`src/rtl/sprite_layer_renderer_if.sv`:
```
// Pixel-side bundle for sprite_layer_renderer: scan coordinate, game-state sprite
// inputs, rendered colour and per-frame hit reports. The renderer takes the slave side.
interface sprite_layer_renderer_if #(
    parameter int NUM_TANKS = 4
);
    logic [9:0]              DrawX;
    logic [9:0]              DrawY;
    logic [10*NUM_TANKS-1:0] tank_x;
    logic [10*NUM_TANKS-1:0] tank_y;
    logic [4*NUM_TANKS-1:0]  tank_dir;
    logic [NUM_TANKS-1:0]    tank_show;
    logic [NUM_TANKS-1:0]    tank_enemy;
    logic [10*NUM_TANKS-1:0] bullet_x;
    logic [10*NUM_TANKS-1:0] bullet_y;
    logic [4*NUM_TANKS-1:0]  bullet_dir;
    logic [NUM_TANKS-1:0]    bullet_show;
    logic [3:0]              red;
    logic [3:0]              green;
    logic [3:0]              blue;
    logic                    pixel_opaque;
    logic [NUM_TANKS-1:0]    tank_hit;
    logic [NUM_TANKS-1:0]    bullet_hit;
    logic                    hits_valid;

    modport master (
        output DrawX, DrawY, tank_x, tank_y, tank_dir, tank_show, tank_enemy,
               bullet_x, bullet_y, bullet_dir, bullet_show,
        input  red, green, blue, pixel_opaque, tank_hit, bullet_hit, hits_valid
    );

    modport slave (
        input  DrawX, DrawY, tank_x, tank_y, tank_dir, tank_show, tank_enemy,
               bullet_x, bullet_y, bullet_dir, bullet_show,
        output red, green, blue, pixel_opaque, tank_hit, bullet_hit, hits_valid
    );
endinterface

```
`src/rtl/sprite_layer_renderer.sv`:
```
// Two-stage tank/bullet sprite renderer with bullet-on-tank hit detection.
// Optional macro SPRITE_COLLISION_EN builds the hit accumulators; otherwise hit outputs are 0.
module sprite_layer_renderer #(
    parameter int          NUM_TANKS   = 4,
    parameter int          TANK_SIZE   = 32,
    parameter int          BULLET_SIZE = 8,
    parameter logic [11:0] KEY_RGB     = 12'h000
) (
    input logic                    vga_clk,
    input logic                    reset,
    sprite_layer_renderer_if.slave bus
);
    localparam int TB = $clog2(TANK_SIZE);
    localparam int BB = $clog2(BULLET_SIZE);
    localparam int IW = (NUM_TANKS > 1) ? $clog2(NUM_TANKS) : 1;

    // 11-bit sums keep sprites near the right/bottom edge from wrapping to 0.
    function automatic logic covers(input logic [9:0] px, input logic [9:0] py,
                                    input logic [9:0] sx, input logic [9:0] sy,
                                    input logic [10:0] size);
        return (px >= sx) && ({1'b0, px} < ({1'b0, sx} + size)) &&
               (py >= sy) && ({1'b0, py} < ({1'b0, sy} + size));
    endfunction

    function automatic logic [1:0] dir_index(input logic [3:0] dir);
        logic [1:0] d;
        d = 2'd3;
        for (int k = 3; k >= 0; k--) begin
            if (dir[k]) d = 2'(k);
        end
        return d;
    endfunction

    // Tank art: oriented rows u / columns v; the two outer columns are keyed out.
    function automatic logic [11:0] tank_rom(input logic [3:0] dir, input logic [2*TB-1:0] addr);
        logic [TB-1:0] r, c, u, v;
        logic [1:0]    d;
        r = addr[2*TB-1:TB];
        c = addr[TB-1:0];
        d = dir_index(dir);
        case (d)
            2'd0:    begin u = r;  v = c; end
            2'd1:    begin u = ~r; v = c; end
            2'd2:    begin u = c;  v = r; end
            default: begin u = ~c; v = r; end
        endcase
        if (dir == 4'd0) return 12'hFFF;
        if (v[TB-1:1] == '0 || v[TB-1:1] == '1) return KEY_RGB;
        return {4'(u), 4'(v), 4'(d) + 4'd1};
    endfunction

    // Bullet art: the two trailing oriented rows are keyed out.
    function automatic logic [11:0] bullet_rom(input logic [3:0] dir, input logic [2*BB-1:0] addr);
        logic [BB-1:0] r, c, u;
        logic [1:0]    d;
        r = addr[2*BB-1:BB];
        c = addr[BB-1:0];
        d = dir_index(dir);
        case (d)
            2'd0:    u = r;
            2'd1:    u = ~r;
            2'd2:    u = c;
            default: u = ~c;
        endcase
        if (dir == 4'd0) return 12'hFFF;
        if (u[BB-1:1] == '0) return KEY_RGB;
        return {4'hF, 4'(u), 2'b10, d};
    endfunction

    logic [NUM_TANKS-1:0] tank_cover, bullet_cover;

    for (genvar i = 0; i < NUM_TANKS; i++) begin : g_cover
        assign tank_cover[i] = bus.tank_show[i] &&
            covers(bus.DrawX, bus.DrawY, bus.tank_x[10*i +: 10], bus.tank_y[10*i +: 10], 11'(TANK_SIZE));
        assign bullet_cover[i] = bus.bullet_show[i] &&
            covers(bus.DrawX, bus.DrawY, bus.bullet_x[10*i +: 10], bus.bullet_y[10*i +: 10], 11'(BULLET_SIZE));
    end

    logic          t_win_valid, b_win_valid;
    logic [IW-1:0] t_win_idx, b_win_idx;

    always_comb begin
        t_win_valid = 1'b0;
        t_win_idx   = '0;
        b_win_valid = 1'b0;
        b_win_idx   = '0;
        for (int i = NUM_TANKS - 1; i >= 0; i--) begin
            if (tank_cover[i]) begin
                t_win_valid = 1'b1;
                t_win_idx   = IW'(i);
            end
            if (bullet_cover[i]) begin
                b_win_valid = 1'b1;
                b_win_idx   = IW'(i);
            end
        end
    end

    logic [9:0]      t_x, t_y, b_x, b_y;
    logic [3:0]      t_dir, b_dir;
    logic [2*TB-1:0] t_addr;
    logic [2*BB-1:0] b_addr;

    assign t_x    = bus.tank_x[10*t_win_idx +: 10];
    assign t_y    = bus.tank_y[10*t_win_idx +: 10];
    assign t_dir  = bus.tank_dir[4*t_win_idx +: 4];
    assign b_x    = bus.bullet_x[10*b_win_idx +: 10];
    assign b_y    = bus.bullet_y[10*b_win_idx +: 10];
    assign b_dir  = bus.bullet_dir[4*b_win_idx +: 4];
    assign t_addr = {TB'(bus.DrawY - t_y), TB'(bus.DrawX - t_x)};
    assign b_addr = {BB'(bus.DrawY - b_y), BB'(bus.DrawX - b_x)};

    // Stage 0 register; the clocked ROM reads share this edge so colour is ready in stage 1.
    logic        s1_t_valid, s1_b_valid, s1_enemy;
    logic [11:0] s1_t_rom, s1_b_rom;

    always_ff @(posedge vga_clk or posedge reset) begin
        if (reset) begin
            s1_t_valid <= 1'b0;
            s1_b_valid <= 1'b0;
            s1_enemy   <= 1'b0;
            s1_t_rom   <= '0;
            s1_b_rom   <= '0;
        end else begin
            s1_t_valid <= t_win_valid;
            s1_b_valid <= b_win_valid;
            s1_enemy   <= bus.tank_enemy[t_win_idx];
            s1_t_rom   <= tank_rom(t_dir, t_addr);
            s1_b_rom   <= bullet_rom(b_dir, b_addr);
        end
    end

    logic        t_opaque, b_opaque;
    logic [11:0] t_colour;

    assign t_opaque = s1_t_valid && (s1_t_rom != KEY_RGB);
    assign b_opaque = s1_b_valid && (s1_b_rom != KEY_RGB);
    // Enemy palette swaps the red and green nibbles.
    assign t_colour = s1_enemy ? {s1_t_rom[7:4], s1_t_rom[11:8], s1_t_rom[3:0]} : s1_t_rom;

    always_ff @(posedge vga_clk or posedge reset) begin
        if (reset) begin
            bus.red          <= '0;
            bus.green        <= '0;
            bus.blue         <= '0;
            bus.pixel_opaque <= 1'b0;
        end else begin
            bus.pixel_opaque <= b_opaque || t_opaque;
            if (b_opaque) begin
                {bus.red, bus.green, bus.blue} <= s1_b_rom;
            end else if (t_opaque) begin
                {bus.red, bus.green, bus.blue} <= t_colour;
            end else begin
                {bus.red, bus.green, bus.blue} <= 12'h000;
            end
        end
    end

`ifdef SPRITE_COLLISION_EN
    logic [IW-1:0]        s1_t_idx, s1_b_idx;
    logic                 s1_frame_start, hit;
    logic [NUM_TANKS-1:0] tank_acc, bullet_acc, tank_new, bullet_new;

    always_ff @(posedge vga_clk or posedge reset) begin
        if (reset) begin
            s1_t_idx       <= '0;
            s1_b_idx       <= '0;
            s1_frame_start <= 1'b0;
        end else begin
            s1_t_idx       <= t_win_idx;
            s1_b_idx       <= b_win_idx;
            s1_frame_start <= (bus.DrawX == 10'd0) && (bus.DrawY == 10'd0);
        end
    end

    assign hit        = t_opaque && b_opaque && (s1_t_idx != s1_b_idx);
    assign tank_new   = hit ? (NUM_TANKS'(1) << s1_t_idx) : '0;
    assign bullet_new = hit ? (NUM_TANKS'(1) << s1_b_idx) : '0;

    // The frame-start pixel itself belongs to the new frame.
    always_ff @(posedge vga_clk or posedge reset) begin
        if (reset) begin
            tank_acc       <= '0;
            bullet_acc     <= '0;
            bus.tank_hit   <= '0;
            bus.bullet_hit <= '0;
            bus.hits_valid <= 1'b0;
        end else if (s1_frame_start) begin
            bus.tank_hit   <= tank_acc;
            bus.bullet_hit <= bullet_acc;
            bus.hits_valid <= 1'b1;
            tank_acc       <= tank_new;
            bullet_acc     <= bullet_new;
        end else begin
            bus.hits_valid <= 1'b0;
            tank_acc       <= tank_acc | tank_new;
            bullet_acc     <= bullet_acc | bullet_new;
        end
    end
`else
    assign bus.tank_hit   = '0;
    assign bus.bullet_hit = '0;
    assign bus.hits_valid = 1'b0;
`endif
endmodule

```
`src/flat_wrapper.sv`:
```
// flat-port wrapper written by rule: the top's interface ports become plain ports
module sprite_layer_renderer_flat 
#(
    parameter int          NUM_TANKS   = 4,
    parameter int          TANK_SIZE   = 32,
    parameter int          BULLET_SIZE = 8,
    parameter logic [11:0] KEY_RGB     = 12'h000
)
  (vga_clk, reset, bus_DrawX, bus_DrawY, bus_tank_x, bus_tank_y, bus_tank_dir, bus_tank_show, bus_tank_enemy, bus_bullet_x, bus_bullet_y, bus_bullet_dir, bus_bullet_show, bus_red, bus_green, bus_blue, bus_pixel_opaque, bus_tank_hit, bus_bullet_hit, bus_hits_valid);
  sprite_layer_renderer_if #(.NUM_TANKS(NUM_TANKS)) bus_i ();
  input logic vga_clk;
  input logic reset;
  input wire logic [$bits(bus_i.DrawX)-1:0] bus_DrawX;
  input wire logic [$bits(bus_i.DrawY)-1:0] bus_DrawY;
  input wire logic [$bits(bus_i.tank_x)-1:0] bus_tank_x;
  input wire logic [$bits(bus_i.tank_y)-1:0] bus_tank_y;
  input wire logic [$bits(bus_i.tank_dir)-1:0] bus_tank_dir;
  input wire logic [$bits(bus_i.tank_show)-1:0] bus_tank_show;
  input wire logic [$bits(bus_i.tank_enemy)-1:0] bus_tank_enemy;
  input wire logic [$bits(bus_i.bullet_x)-1:0] bus_bullet_x;
  input wire logic [$bits(bus_i.bullet_y)-1:0] bus_bullet_y;
  input wire logic [$bits(bus_i.bullet_dir)-1:0] bus_bullet_dir;
  input wire logic [$bits(bus_i.bullet_show)-1:0] bus_bullet_show;
  output wire logic [$bits(bus_i.red)-1:0] bus_red;
  output wire logic [$bits(bus_i.green)-1:0] bus_green;
  output wire logic [$bits(bus_i.blue)-1:0] bus_blue;
  output wire logic [$bits(bus_i.pixel_opaque)-1:0] bus_pixel_opaque;
  output wire logic [$bits(bus_i.tank_hit)-1:0] bus_tank_hit;
  output wire logic [$bits(bus_i.bullet_hit)-1:0] bus_bullet_hit;
  output wire logic [$bits(bus_i.hits_valid)-1:0] bus_hits_valid;
  assign bus_i.DrawX = bus_DrawX;
  assign bus_i.DrawY = bus_DrawY;
  assign bus_i.tank_x = bus_tank_x;
  assign bus_i.tank_y = bus_tank_y;
  assign bus_i.tank_dir = bus_tank_dir;
  assign bus_i.tank_show = bus_tank_show;
  assign bus_i.tank_enemy = bus_tank_enemy;
  assign bus_i.bullet_x = bus_bullet_x;
  assign bus_i.bullet_y = bus_bullet_y;
  assign bus_i.bullet_dir = bus_bullet_dir;
  assign bus_i.bullet_show = bus_bullet_show;
  assign bus_red = bus_i.red;
  assign bus_green = bus_i.green;
  assign bus_blue = bus_i.blue;
  assign bus_pixel_opaque = bus_i.pixel_opaque;
  assign bus_tank_hit = bus_i.tank_hit;
  assign bus_bullet_hit = bus_i.bullet_hit;
  assign bus_hits_valid = bus_i.hits_valid;
  sprite_layer_renderer #(.NUM_TANKS(NUM_TANKS), .TANK_SIZE(TANK_SIZE), .BULLET_SIZE(BULLET_SIZE), .KEY_RGB(KEY_RGB)) u_core (.vga_clk(vga_clk), .reset(reset), .bus(bus_i));
endmodule
```
`config.mk`:
```
export PLATFORM = sky130hd
export DESIGN_NAME = sprite_layer_renderer_flat
export DESIGN_NICKNAME = d
export VERILOG_FILES = /design/src/rtl/sprite_layer_renderer_if.sv /design/src/rtl/sprite_layer_renderer.sv /design/src/flat_wrapper.sv
export SDC_FILE = /design/constraint.sdc
export NUM_CORES = 1
export LEC_CHECK = 0
export CORE_MARGIN = 5
export CORE_UTILIZATION = 45
export CTS_CLUSTER_DIAMETER = 100
export DETAILED_ROUTE_END_ITERATION = 10
export PLACE_DENSITY = 0.73
export SYNTH_ARGS = -nofsm -noshare
export SYNTH_HDL_FRONTEND = slang
export SYNTH_SLANG_ARGS = --single-unit
export TNS_END_PERCENT = 50
```
`constraint.sdc`:
```
create_clock -name vga_clk -period 2.3 [get_ports vga_clk]
set_input_delay 0.23 -clock vga_clk [delete_from_list [all_inputs] [get_ports vga_clk]]
set_output_delay 0.23 -clock vga_clk [all_outputs]
set_load 0.005 [all_outputs]
```
After elaboration in Yosys (flattened, before gate mapping)
Index checks and enable logic that the tools add are counted.
Storage, ports and cells
  bits of input ports: 226
  register bits: 40
  logic and storage cells: 173
Operators by class
  shift-type cells: 6
  multipliers: 2
  mux-type cells: 48
  bitwise logic cells: 4
  $lt $le $gt $ge: 33
  equality and inequality tests: 5
  add/sub/neg operators: 21
  reduce and logical (&&, ||, !) cells: 45
Operator list (count)
  10-bit by 11-bit less-than comparator with 1-bit output: 16
  10-bit greater-or-equal comparator: 16
  12-bit two-way mux: 9
  10-bit by 4-bit adder with 11-bit output, second input constant: 8
  10-bit by 6-bit adder with 11-bit output, second input constant: 8
  40-bit by 7-bit indexed part select with 3-bit output: 2
  40-bit by 7-bit indexed part select with 5-bit output: 2
  1-bit logical AND: 34
  16-bit by 5-bit indexed part select with 4-bit output: 2
  2-bit two-way mux: 12
  4-bit two-way mux: 6
  12-bit nonzero test: 2
  1-bit two-way mux: 17
  4-bit zero test: 3
  4-bit case mux with 3 select lines: 1
  3-bit by 2-bit multiplier with 5-bit output, first input constant: 2
  5-bit subtractor: 2
  3-bit case mux with 3 select lines: 1
  4-bit inverter: 2
  2-bit zero test: 3
  3-bit inverter: 2
  3-bit subtractor: 2
  5-bit two-way mux: 1
  2-bit by 1-bit == test with 1-bit output, second input constant: 2
  other kinds (7): 9

Logic depth before layout (Yosys ltp)
Gate-level depths: netlist of run 1.
  depth in word-level cells: 23
  depth in mapped cells: 27

Worst setup path after synthesis of run 1
Ideal clock, no wire load.
  path kind: in2reg
  start: input port bus_tank_x[35]
  end: register u_core.s1_t_rom[6]
  setup slack: -3.300 ns
  required time: 2.174 ns
  path buffers: 2
  library setup time: 0.126 ns
  arrival: 5.474 ns
  stages on the path: 23
  path through: ha_1 -> xnor2_1 -> ha_1 -> or4_1 -> a211oi_2 -> a211oi_1 -> nor4_1 -> a21oi_1 -> nor2_1 -> buf_2 -> clkbuf_1 -> a21oi_1 -> o21ai_0 -> ha_1 -> a21o_1 -> a21oi_1 -> xnor2_1 -> nand3_1 -> nor2b_1 -> or3b_1 -> o22ai_2 -> a311oi_4 -> a311o_1
On the way
  word-level cells in the longest chain between the ends: 23
  elaborated cells on any way between the ends: 34
  classes of those cells: add/sub: 3; mul: 1; order compare: 2; eq/ne: 2; shift: 3; mux: 14; reduce/logical: 9
Ends and longest elaborated chain
  start: declaration: line flat_wrapper.sv:15  | input wire logic [$bits(bus_i.tank_x)-1:0] bus_tank_x;
  branches (longest 22 deep; another with 10-bit by 6-bit adder with 11-bit output)
  12-bit two-way mux (*): line sprite_layer_renderer.sv:48  | if (v[TB-1:1] == '0 || v[TB-1:1] == '1) return KEY_RGB;
  end signal: assignment: line sprite_layer_renderer.sv:128  | s1_t_rom <= tank_rom(t_dir, t_addr);
  end: declaration: line sprite_layer_renderer.sv:115  | logic [11:0] s1_t_rom, s1_b_rom;
Mark *: on every way between the ends. The select of a mux whose other input is x is not followed.

Final worst setup path of run 1
  start: input port bus_tank_x[26]
  end: register u_core.s1_t_rom[10]
On the way
  word-level cells in the longest chain between the ends: 22
  elaborated cells on any way between the ends: 37
  classes of those cells: add/sub: 3; mul: 1; order compare: 2; eq/ne: 3; shift: 3; mux: 14; bitwise: 2; reduce/logical: 9
Ends and longest elaborated chain (line)
  branches (longest 21 deep; another with 10-bit by 6-bit adder with 11-bit output)
  12-bit two-way mux (*): sprite_layer_renderer.sv:48
Marks and branches as above.

==> results of run 1 <==
## layout make-up
type	instances	area, sq um
well taps	319	399
multi-input cells	1128	10400
inverters	183	694
diodes	4	10.0
flip-flops and latches	35	876
repair buffers	644	5580
clock inverters	1	30.0
clock buffers	6	129
fillers	1658	5520
## metal layers
metal | vias to the layer above | share of wire [%] | global-route usage [%] | wire length [um]
met1 | 6074 | 39 | 32.9 | 16500
met2 | 437 | 51 | 52.1 | 21400
li1 | 6281 | - | - | -
met5 | - | 0.090 | 0 | 38
met3 | 136 | 5.5 | 4.42 | 2310
met4 | 6 | 4.4 | 11.7 | 1840
## report_power, final
part | internal (uW) | switching (uW) | leakage, uW | total [uW]
clock | 504 | 226 | 0.0000770 | 730
combinational | 2370 | 2130 | 0.00850 | 4500
sequential | 775 | 119 | 0.000449 | 894
total | 3650 | 2480 | 0.00902 | 6130
## path summary, 6_finish.rpt
check	slack (ns)	end	from	cells past startpoint
max in group asynchronous	1.61	u_core.s1_b_rom[0]	reset	3
max reg2reg	0.69	u_core.bus.green[1]	u_core.s1_b_rom[0]	4
min in group vga_clk	0.50	u_core.bus.blue[0]	u_core.s1_b_rom[0]	2
min reg2reg	0.50	u_core.bus.blue[0]	u_core.s1_b_rom[0]	2
min	0.38	u_core.bus.green[1]	reset	3
max	-2.81	u_core.s1_t_rom[10]	bus_tank_x[26]	33
## flip-flops by register name (all words and copies together), names as in the netlist
name	count
u_core.s1_t_rom	12
u_core.s1_b_rom	7
u_core.bus.blue	4
u_core.bus.green	4
u_core.bus.red	4
u_core.bus.pixel_opaque	1
u_core.s1_b_valid	1
u_core.s1_enemy	1
u_core.s1_t_valid	1
## logic make-up (layout without fill, tap and decap cells)
kind of cell / Yosys count / count (layout)
AO/OA/AOI/OAI: 364 / 364
adder cells (fa/ha/maj): 286 / 286
XOR/XNOR: 80 / 80
AND/OR/NAND/NOR: 348 / 348
multiplexers: 41 / 41
buffers and inverters: 206 / 834
other: 1 / 13
flip-flops: 35 / 35
## placed cells by master, fill, tap and decap left out, drive strengths merged, types with 15 or more instances in the layout
cell type      netlist  routed
a211oi              29      29
nand2b              36      36
dfrtp               35      35
a21o                43      43
nor2                67      67
xnor2               76      76
nor3                24      24
dlymetal6s2s         0      17
and3                17      17
o211ai              20      20
mux2i               30      30
nor4                16      16
a31oi               15      15
o21a                19      19
clkdlybuf4s50        0     150
inv                183     183
a21oi               72      72
nand3               68      68
ha                 282     282
nand2               53      53
buf                 14     417
dlygate4sd2          0      48
o21ai               73      73
## metrics by stage
step / power, uW / setup TNS, ns / setup WS [ns] / instance area (sq um) / cells
3_5_place_dp: 4670 / -65.58 / -3.50 / 16100 / 2237
2_1_floorplan: 2830 / -48.24 / -2.92 / 11000 / 1369
5_1_grt: 6570 / -53.36 / -2.98 / 18100 / 2320
3_3_place_gp: 4550 / -63.60 / -3.36 / 16100 / 2237
4_1_cts: 5760 / -48.02 / -2.71 / 17400 / 2303
6_report: 6130 / -49.44 / -2.81 / 18100 / 2320
## synthesized netlist by cell type (5+ instances only)
cell type,n
sky130_fd_sc_hd__a211o_1,6
sky130_fd_sc_hd__a21oi_1,71
sky130_fd_sc_hd__nor3_1,24
sky130_fd_sc_hd__o21ai_1,10
sky130_fd_sc_hd__o2111ai_1,7
sky130_fd_sc_hd__nor2b_1,13
sky130_fd_sc_hd__clkbuf_1,9
sky130_fd_sc_hd__inv_1,179
sky130_fd_sc_hd__xnor2_1,76
sky130_fd_sc_hd__mux2_2,8
sky130_fd_sc_hd__o21a_1,19
sky130_fd_sc_hd__o31ai_1,6
sky130_fd_sc_hd__dfrtp_1,35
sky130_fd_sc_hd__a2111oi_0,8
sky130_fd_sc_hd__mux2i_1,27
sky130_fd_sc_hd__o211ai_1,20
sky130_fd_sc_hd__a31oi_1,14
sky130_fd_sc_hd__and4_1,7
sky130_fd_sc_hd__nand2_1,53
sky130_fd_sc_hd__or4_1,6
sky130_fd_sc_hd__and3_1,17
sky130_fd_sc_hd__nand4_1,10
sky130_fd_sc_hd__a221oi_1,9
sky130_fd_sc_hd__a21o_1,43
sky130_fd_sc_hd__nor2_1,66
sky130_fd_sc_hd__or2_2,5
sky130_fd_sc_hd__nor3b_1,5
sky130_fd_sc_hd__nor4_1,12
sky130_fd_sc_hd__o21ai_0,63
sky130_fd_sc_hd__nand3_1,67
sky130_fd_sc_hd__o221ai_1,6
sky130_fd_sc_hd__ha_1,282
sky130_fd_sc_hd__nand2b_1,36
sky130_fd_sc_hd__a211oi_1,26
sky130_fd_sc_hd__buf_4,10
## worst max-delay path: cells and delay by family
| family | cells | cell delay (ns) |
|---|---|---|
| buf+inv | 20 | 2.74 |
| compound gates | 6 | 0.81 |
| simple gates | 3 | 0.76 |
| fa+ha+maj | 2 | 0.41 |
| xor+xnor | 2 | 0.30 |
## timing repair
item / in CTS / in global routing
gates resized for setup: 281 / 128
pin swaps: 89 / 93
gates cloned: 0 / 0
buffers inserted: 60 / 13
endpoints found under the setup margin: 22 / 22
hold endpoints to repair: 0 / 0
hold buffers: 0 / 0
==> results by stage, run 1 <==
Outcome:
- The run finished, with violations left.
- The checks that failed: setup timing.

Drt:
- Dividing the detail-routed wire length by the instance count gives 18.2 um.
- Using the TritonRoute via totals, the vias-per-cell ratio works out to 5.58.
- The via total after detailed routing is 12.9k.
- The iteration count of the initial detailed-routing pass is 5.
- The number of remaining DRC errors is 0.
- The detail route stage leaves a number of antenna-violating nets equal to 0.
- In this run, the number of DRC markers left after iteration 0 of detailed routing was 633.
- The overall routed net length is 42,100 um.

Global routing:
- Global routing used 28.4% of the available tracks across all layers.
- The maximum number of pins on one net before global-route repair is 36.
- The wire length of the first global-routing pass is 63,000 um.
- The total overflow reported by the global router is 0.
- The via count of the first global-routing pass was 13.2k.
- The initial antenna violation count is 7.

STA:
- The final setup skew is between 0.002 and 0.0025 ns.
- After layout, the worst path uses 222% of the clock period.
- Setup repair after global routing could not meet its margin everywhere.
- The number of max-slew violations in the final report is 0.
- The number of failing setup endpoints in the final timing report is 22.
- The total count of hold-check failures in the final report is 0.
- The routed design could run at a clock period as short as approximately 5.1 ns.
- Across all setup checks in the final design, the least slack found is -2.81 ns.
- The post-route worst hold slack is 0.384 ns.
- The achievable clock frequency is a little under 200 MHz.

Synth:
- The number of enable-type register cells in the synthesized netlist is 0.
- The parity-gate share of the synthesized area counting xor and xnor cells is 6.44%.
- The area share of the largest cell type after synthesis is 32.4%.
- The count of synthesis-stage warnings from yosys is 0.
- The adder-cell area share of the yosys netlist is 33.2%.
- By area the synthesized netlist is led by sky130_fd_sc_hd__ha_1 32%, sky130_fd_sc_hd__dfrtp_1 8.1%, sky130_fd_sc_hd__inv_1 6.2%.
- sky130_fd_sc_hd__ha_1 takes more of the synthesized area than any other cell.
- After synthesis, the netlist uses 90 different library cells.
- Counting flops and latches in the post-synthesis netlist gives 35.
- Counting every instance in the synthesized netlist gives 1,361.
- The share of synthesized registers carrying an async set or reset is 100%.
- The main combinational cell family by area after synthesis is adder cells.
- The synthesized netlist devotes 23.2% of its cell area to compound gates.
- Sequential cells were found to cover under 10% of the synthesized design area.
- The most common flop cell mapped by yosys is sky130_fd_sc_hd__dfrtp_1.
- The average instance in the mapped netlist occupies around 8.0 sq um.
- After Yosys synthesis, and, or, nand and nor cells account for between 15 and 20% of the synthesized area.
- The synthesized cell area is around 11,000 sq um.
- Of the post-synthesis cell area, the part taken by muxes is 4.37%.

Die:
- The number of placement rows is 56.
- The area of the core is ~24,000 sq um.
- The height of the die is between 150 and 200 um.
- Measured along the x axis, the die boundary spans 165 um.
- The area of the die is between 20,000 and 30,000 sq um.
- The effective utilization at floorplan is 46.1%.
- The I/O pin count is between 200 and 250.

Clock network:
- The longest clock path from root to sink contains 2 buffers.
- The tree is rooted in a sky130_fd_sc_hd__clkbuf_16.
- The CTS tree is built.
- The number of levels the H-tree was split into is 2.
- The clock latency on the worst-skew pair is 0.27 ns.
- The clock drives 35 sinks.
- The number of buffers added by the clock tree synthesis step is 5.
- Clock-pin slew was measured on the worst setup and hold paths at 0.05 ns.

Critical path:
- The cell occurring most often along the worst timing path is sky130_fd_sc_hd__buf_4.
- The critical path's slowest cell is sky130_fd_sc_hd__nor3_1.
- The endpoint required time on the critical path is 2.45 ns.
- The worst setup path is launched from an input pin.
- The endpoint class of the critical path is a register.
- Data on the critical path arrives at its endpoint at ~5.3 ns.
- The critical setup path kind is input pin to register.
- The stage delay of the slowest cell on the critical path is 0.27 ns.
- In this run the worst path has a maximum fanout of 6.

Pwr:
- The maximum resistive drop on vdd is 0.000303 V.
- Power spread over the standard cell area amounts to 339 nW/um^2.
- For this design the static power due to leakage is 0.00902 uW.

Place:
- The final HPWL from detailed placement is 33,400 um.
- The number of buffers inserted by port buffering is 238.
- The last weighted congestion value of the routability-driven placer is 0.968.

Worst hold path:
- In this run the worst hold path is classified as input pin to async pin.

Cells and area:
- The final core area utilization is 76.6%.
- In the final layout, the share of cells above drive strength 1 is 32.3%.
- Compared with the post-synthesis result, the final layout area differs by 66.4%.
- The net count of the finished layout is 2,509.

Flow run:
- The number of max-capacitance violations reported is 0.
Power figures use the tool's default switching activity.
==> run 2, diff against run 1 <==
--- a/config.mk
+++ b/config.mk
@@ -6,10 +6,11 @@
 export NUM_CORES = 1
 export LEC_CHECK = 0
 export CORE_MARGIN = 5
-export CORE_UTILIZATION = 45
+export CORE_UTILIZATION = 55
 export CTS_CLUSTER_DIAMETER = 100
 export DETAILED_ROUTE_END_ITERATION = 10
-export PLACE_DENSITY = 0.73
+export HOLD_SLACK_MARGIN = 0.03
+export PLACE_DENSITY = 0.86
 export SYNTH_ARGS = -nofsm -noshare
 export SYNTH_HDL_FRONTEND = slang
 export SYNTH_SLANG_ARGS = --single-unit
==> run 2 against run 1 <==
Effect of this change: the flow now stops in global routing; synthesized cell count did not move; synthesized area did not move.
==> results by stage, run 2 <==
Die:
- The number of placement rows is 51 (was 56).
- The I/O pin count was 248 (unchanged).
- The height of the die is 151 um (was 165 um).
- The effective utilization at floorplan came to 55.9% (was 46.1%).
- The die span in x is 151 um (was 165 um).

Synth:
- The area share of the largest cell type after synthesis came to 32.4% (unchanged).
- The share of synthesized registers carrying an async set or reset came to 100% (unchanged).
- Cell types with the largest area share after synthesis: sky130_fd_sc_hd__ha_1 32%, sky130_fd_sc_hd__dfrtp_1 8.1%, sky130_fd_sc_hd__inv_1 6.2% (unchanged).
- The synthesized instance count is 1,361 (unchanged).
- The mean cell area of the mapped netlist is 7.99 sq um (unchanged).
- The dominant cell type by area after synthesis is sky130_fd_sc_hd__ha_1 (unchanged).
- Post-synth top cells: 282 x sky130_fd_sc_hd__ha_1, 179 x sky130_fd_sc_hd__inv_1, 76 x sky130_fd_sc_hd__xnor2_1, 71 x sky130_fd_sc_hd__a21oi_1, 67 x sky130_fd_sc_hd__nand3_1 (unchanged).
- The total of flip-flops plus latches after synthesis is 35 (unchanged).
- The count of synthesis-stage warnings from yosys is 0 (unchanged).
- The synthesized cell area came to 10,900 sq um (unchanged).
- The most common flop cell mapped by yosys is sky130_fd_sc_hd__dfrtp_1 (unchanged).
- The number of enable-type register cells in the synthesized netlist came to 0 (unchanged).
- The most numerous cell in the Yosys netlist is sky130_fd_sc_hd__ha_1 (unchanged).
- The proportion of synthesized chip area in sequential cells came to 8.05% (unchanged).
- The distinct cell type count of the synthesized netlist is 90 (unchanged).

Place:
- The final HPWL from detailed placement is 34,300 um (was 33,400 um).
- The last weighted congestion value of the routability-driven placer is 0.957 (was 0.968).
- The worst-case setup slack after placement is -3.63 ns (was -3.50 ns).
- The number of buffers inserted by port buffering was 238 (unchanged).

Global routing:
- For this run, the total global-route usage over all layers was measured as 68.7%.
- The total overflow reported by the global router is 1.
- The initial antenna violation count is 15.
- The maximum number of pins on one net before global-route repair is 36.

Clock network:
- The number of levels the H-tree was split into came to 2 (unchanged).
- The CTS root buffer was sky130_fd_sc_hd__clkbuf_16 (unchanged).
- The number of clock sinks is 35 (unchanged).
- The number of buffers added by the clock tree synthesis step is 5 (unchanged).
- The clock tree buffer depth was 2 (unchanged).

STA:
- The kind of the worst endpoint is a register input.
- When the global-route repair_timing finished, the worst setup path ended at u_core.s1_t_rom[1]$_DFF_PP0_/D.

Outcome:
- The first error in the log reads "[ERROR GRT-0232] Routing congestion too high. Check the congestion heatmap in the GUI".
- Result of the run: stopped before the end (was finished, violations left).
- The terminating stage of the flow is global routing.
==> run 2: cell counts after synthesis <==
No cell type changed its count.
==> run 2: kinds of logic after synthesis <==
group,share of synthesized area [%]
buffers and inverters,7.56
AND/OR/NAND/NOR,17.2
other,0.0345
XOR/XNOR,6.44
multiplexers,4.37
flip-flops,8.05
AO/OA/AOI/OAI,23.2
adder cells (fa/ha/maj),33.2
==> run 2: timing repair <==
action / in CTS
setup endpoints to repair: 22
pin swaps: 115
hold buffers: 0
resized for setup: 316
setup buffers: 60
==> run 2: metrics by stage <==
step / cells / cell area, sq um / TNS (ns) / util [%]
detailed placement: 2169 / 15900 / -65.09 / 81.9
CTS: 2237 / 17300 / -48.34 / 89.0
global placement: 2169 / 15900 / -61.21 / 81.9
floorplan: 1369 / 11000 / -48.24 / -
==> run 2: per-layer routing <==
metal / overflow / track usage, %
met5: 0 / 23.9
met4: 0 / 68.3
met3: 0 / 54.6
met2: 1 / 87.5
met1: 0 / 65.7
==> run 3, diff against run 2 <==
--- a/config.mk
+++ b/config.mk
@@ -6,11 +6,9 @@
 export NUM_CORES = 1
 export LEC_CHECK = 0
 export CORE_MARGIN = 5
-export CORE_UTILIZATION = 55
-export CTS_CLUSTER_DIAMETER = 100
+export CORE_UTILIZATION = 40
 export DETAILED_ROUTE_END_ITERATION = 10
-export HOLD_SLACK_MARGIN = 0.03
-export PLACE_DENSITY = 0.86
+export PLACE_DENSITY_LB_ADDON = 0.15
 export SYNTH_ARGS = -nofsm -noshare
 export SYNTH_HDL_FRONTEND = slang
 export SYNTH_SLANG_ARGS = --single-unit
==> run 3 against run 2 <==
Effect of this change: the flow now finishes, with violations (setup timing).
==> results by stage, run 3 (same netlist as run 1, synthesis figures left out) <==
Outcome:
- Result of the run: finished, violations left (was stopped before the end).
- The final reports fail on setup timing.

Cells and area:
- The area growth from synthesis to layout is 68.8%.
- Leaving out fill and tap cells, the most frequent cell in the layout is sky130_fd_sc_hd__buf_4.
- In the final layout, the registers with the most flip-flops are u_core.s1_t_rom: 12 flops, u_core.s1_b_rom: 7 flops.
- The number of antenna diodes in the final layout is 0.
- The combined area of the multi-input logic cells is ~11,000 sq um.
- The number of flip-flops under the largest register name is 12.
- In the layout the commonest cells are 371 x sky130_fd_sc_hd__buf_4, 232 x sky130_fd_sc_hd__ha_1, 162 x sky130_fd_sc_hd__inv_1, 144 x sky130_fd_sc_hd__clkdlybuf4s50_1, 57 x sky130_fd_sc_hd__nor2_1.
- The number of fill cells is ~2.2k.
- The fraction of layout instances using a drive strength above 1 is 34.7%.
- At the end of the flow, the number of nets in the layout was roughly 2.5k.
- The register containing the most flip-flops in the final layout is u_core.s1_t_rom.
- In the final layout, flip-flops and latches occupy 876 sq um.

Critical path:
- The worst setup path is launched from an input pin.
- The cell family contributing the most delay on the critical path is compound AO/OA/AOI/OAI gates.
- The worst setup path is captured at a register.
- For the worst flop-to-flop path, the logic depth is 4.
- On the critical path, the stage with the largest delay is an instance of sky130_fd_sc_hd__or4_4.
- In this run the critical register-to-register path is launched from u_core.s1_b_rom[0].
- The endpoint required time on the critical path is approximately 2.5 ns.
- The worst path arrival time is 5.13 ns.
- In this run the critical register-to-register path is captured at u_core.bus.green[3].
- The biggest fanout along the worst timing path is 7.
- The setup slack of the worst register-to-register path is ~0.77 ns.
- The critical path contains buffers and inverters numbering 6 combined.
- The cell occurring most often along the worst timing path is sky130_fd_sc_hd__xnor2_2.
- The stage delay of the slowest cell on the critical path is 0.55 ns.
- The critical setup path kind is input pin to register.

STA:
- Static timing analysis puts the maximum clock frequency at 201 MHz.
- Setup repair after global routing could not meet its margin everywhere.
- Hold timing on the final database bottoms out at a slack of 0.382 ns.
- The number of max-slew violations in the final report is 0.
- Dividing the final minimum period by the clock period gives 216%.
- Setup slack on the critical path of the routed design comes to -2.67 ns.
- Subtracting the final worst setup slack from the clock period gives roughly 5.0 ns.
- Between clock sinks in the finished design, the worst skew comes to ~0.0035 ns.
- The total count of hold-check failures in the final report is 0.
- The number of failing setup endpoints in the final timing report is 22.

Global routing:
- Entering global routing, the biggest net connects 36 pins.
- The total overflow reported by the global router is 0.
- The initial antenna violation count is 0.
- The via count of the first global-routing pass came to roughly 13k.
- The global-route total usage across every layer is 24.3%.
- The wire length of the first global-routing pass is 61,900 um.

Die:
- The I/O pin count is 248 (unchanged).
- The area of the core is ~27,000 sq um.
- The die covers 30,600 sq um.
- The die span in x is 175 um (was 151 um).
- The effective utilization at floorplan is 40.5% (was 55.9%).
- The height of the die is 175 um (was 151 um).
- The number of placement rows was 60 (was 51).

Clock network:
- The clock latency on the worst-skew pair is 0.28 ns.
- The hold-fix buffer count after cts is 0 (unchanged).
- The number of levels the H-tree was split into was 2 (unchanged).
- After clock tree synthesis, the clock-pin slew on the worst setup and hold paths is 0.05 ns.
- The number of clock sinks is 35 (unchanged).
- The CTS tree is built.
- The clock tree buffer depth is 2 (unchanged).
- The number of buffers added by the clock tree synthesis step was 5 (unchanged).
- The CTS root buffer was sky130_fd_sc_hd__clkbuf_16 (unchanged).

Flow run:
- Across the run, the number of max-cap violations was 0.

Drt:
- The via total after detailed routing is 12.5k.
- Using the TritonRoute via totals, the vias-per-cell ratio works out to 5.35.
- The wire length per cell after detailed routing is 17.2 um.
- The detail route stage leaves a number of antenna-violating nets equal to 0.
- The number of remaining DRC errors is 0.
- The overall routed net length is 40,100 um.
- The iteration count of the initial detailed-routing pass is 5.
- The count of routing violations after the opening detailed-route iteration is 577.

Place:
- The number of buffers inserted by port buffering is 238 (unchanged).
- The final HPWL from detailed placement is 33,100 um (was 34,300 um).
- The last weighted congestion value of the routability-driven placer is 0.940 (was 0.957).
- The worst-case setup slack after placement is -3.51 ns (was -3.63 ns).

Pwr:
- The maximum resistive drop on vdd is 0.000302 V.
- The reported leakage power is between 0.009 and 0.01 uW.
- Dividing total power by cell area gives a power density of 330 nW/um^2.

Worst hold path:
- The kind of path behind the tightest hold check is input pin to async pin.
[run 3: metrics by stage]
step                TNS [ns]  utilization [%]  instance area (sq um)  instances  total power (uW)
detailed placement    -64.19             60.7                  16300       2282              4710
CTS                   -48.68             64.5                  17300       2316              5700
floorplan             -48.24                -                  11000       1369              2830
finish                -46.44             68.3                  18400       2336              6060
global route          -50.08             68.3                  18400       2336              6540
global placement      -61.87             60.7                  16300       2282              4610
[run 3: per-layer routing]
layer / part of all wire, % / track usage [%] / routed length, um
met5: 0 / 0 / 0
met4: 2.7 / 5.70 / 1070
met3: 4.2 / 1.99 / 1680
met2: 50 / 44.9 / 20100
met1: 43 / 30.7 / 17200
[run 3: what timing repair did]
action	4_1_cts	5_1_grt
pin swaps	77	103
setup buffers	25	22
gates cloned	1	0
endpoints found under the setup margin	22	22
hold endpoints to repair	0	0
gates resized for setup	234	233
[run 3: area by class of cell]
cell class              count  share of cell area (%)
multi-input cells        1129                    58.0
well taps                 341                    2.32
repair buffers            640                    30.3
flip-flops and latches     35                    4.77
clock buffers               7                   0.831
inverters                 183                    3.75
clock inverters             1                  0.0409
[run 3: worst max path at each step]
stage	start	slack [ns]	end	cells past startpoint
after detailed placement	bus_tank_x[35]	-3.51	u_core.s1_t_rom[9]	27
after CTS	bus_bullet_x[26]	-2.74	u_core.s1_b_rom[6]	25
final	bus_tank_x[36]	-2.67	u_core.s1_t_rom[1]	27
after floorplan	bus_tank_x[35]	-2.92	u_core.s1_t_rom[1]	24
after global placement	bus_tank_x[35]	-3.37	u_core.s1_t_rom[1]	25
after global routing	bus_tank_x[36]	-2.86	u_core.s1_t_rom[0]	27
[run 3: where the power goes]
part           total, uW  internal [uW]  switching (uW)
Combinational       4470           2380            2090
Sequential           893            774             118
Clock                703            460             243
[run 3: worst reg2reg max path: stages (launching register included)]
cell	delay, ns
sky130_fd_sc_hd__dfrtp_1	0.37
sky130_fd_sc_hd__nor4_1	0.24
sky130_fd_sc_hd__a21boi_0	0.21
sky130_fd_sc_hd__or2_2	0.41
sky130_fd_sc_hd__o21ai_0	0.20
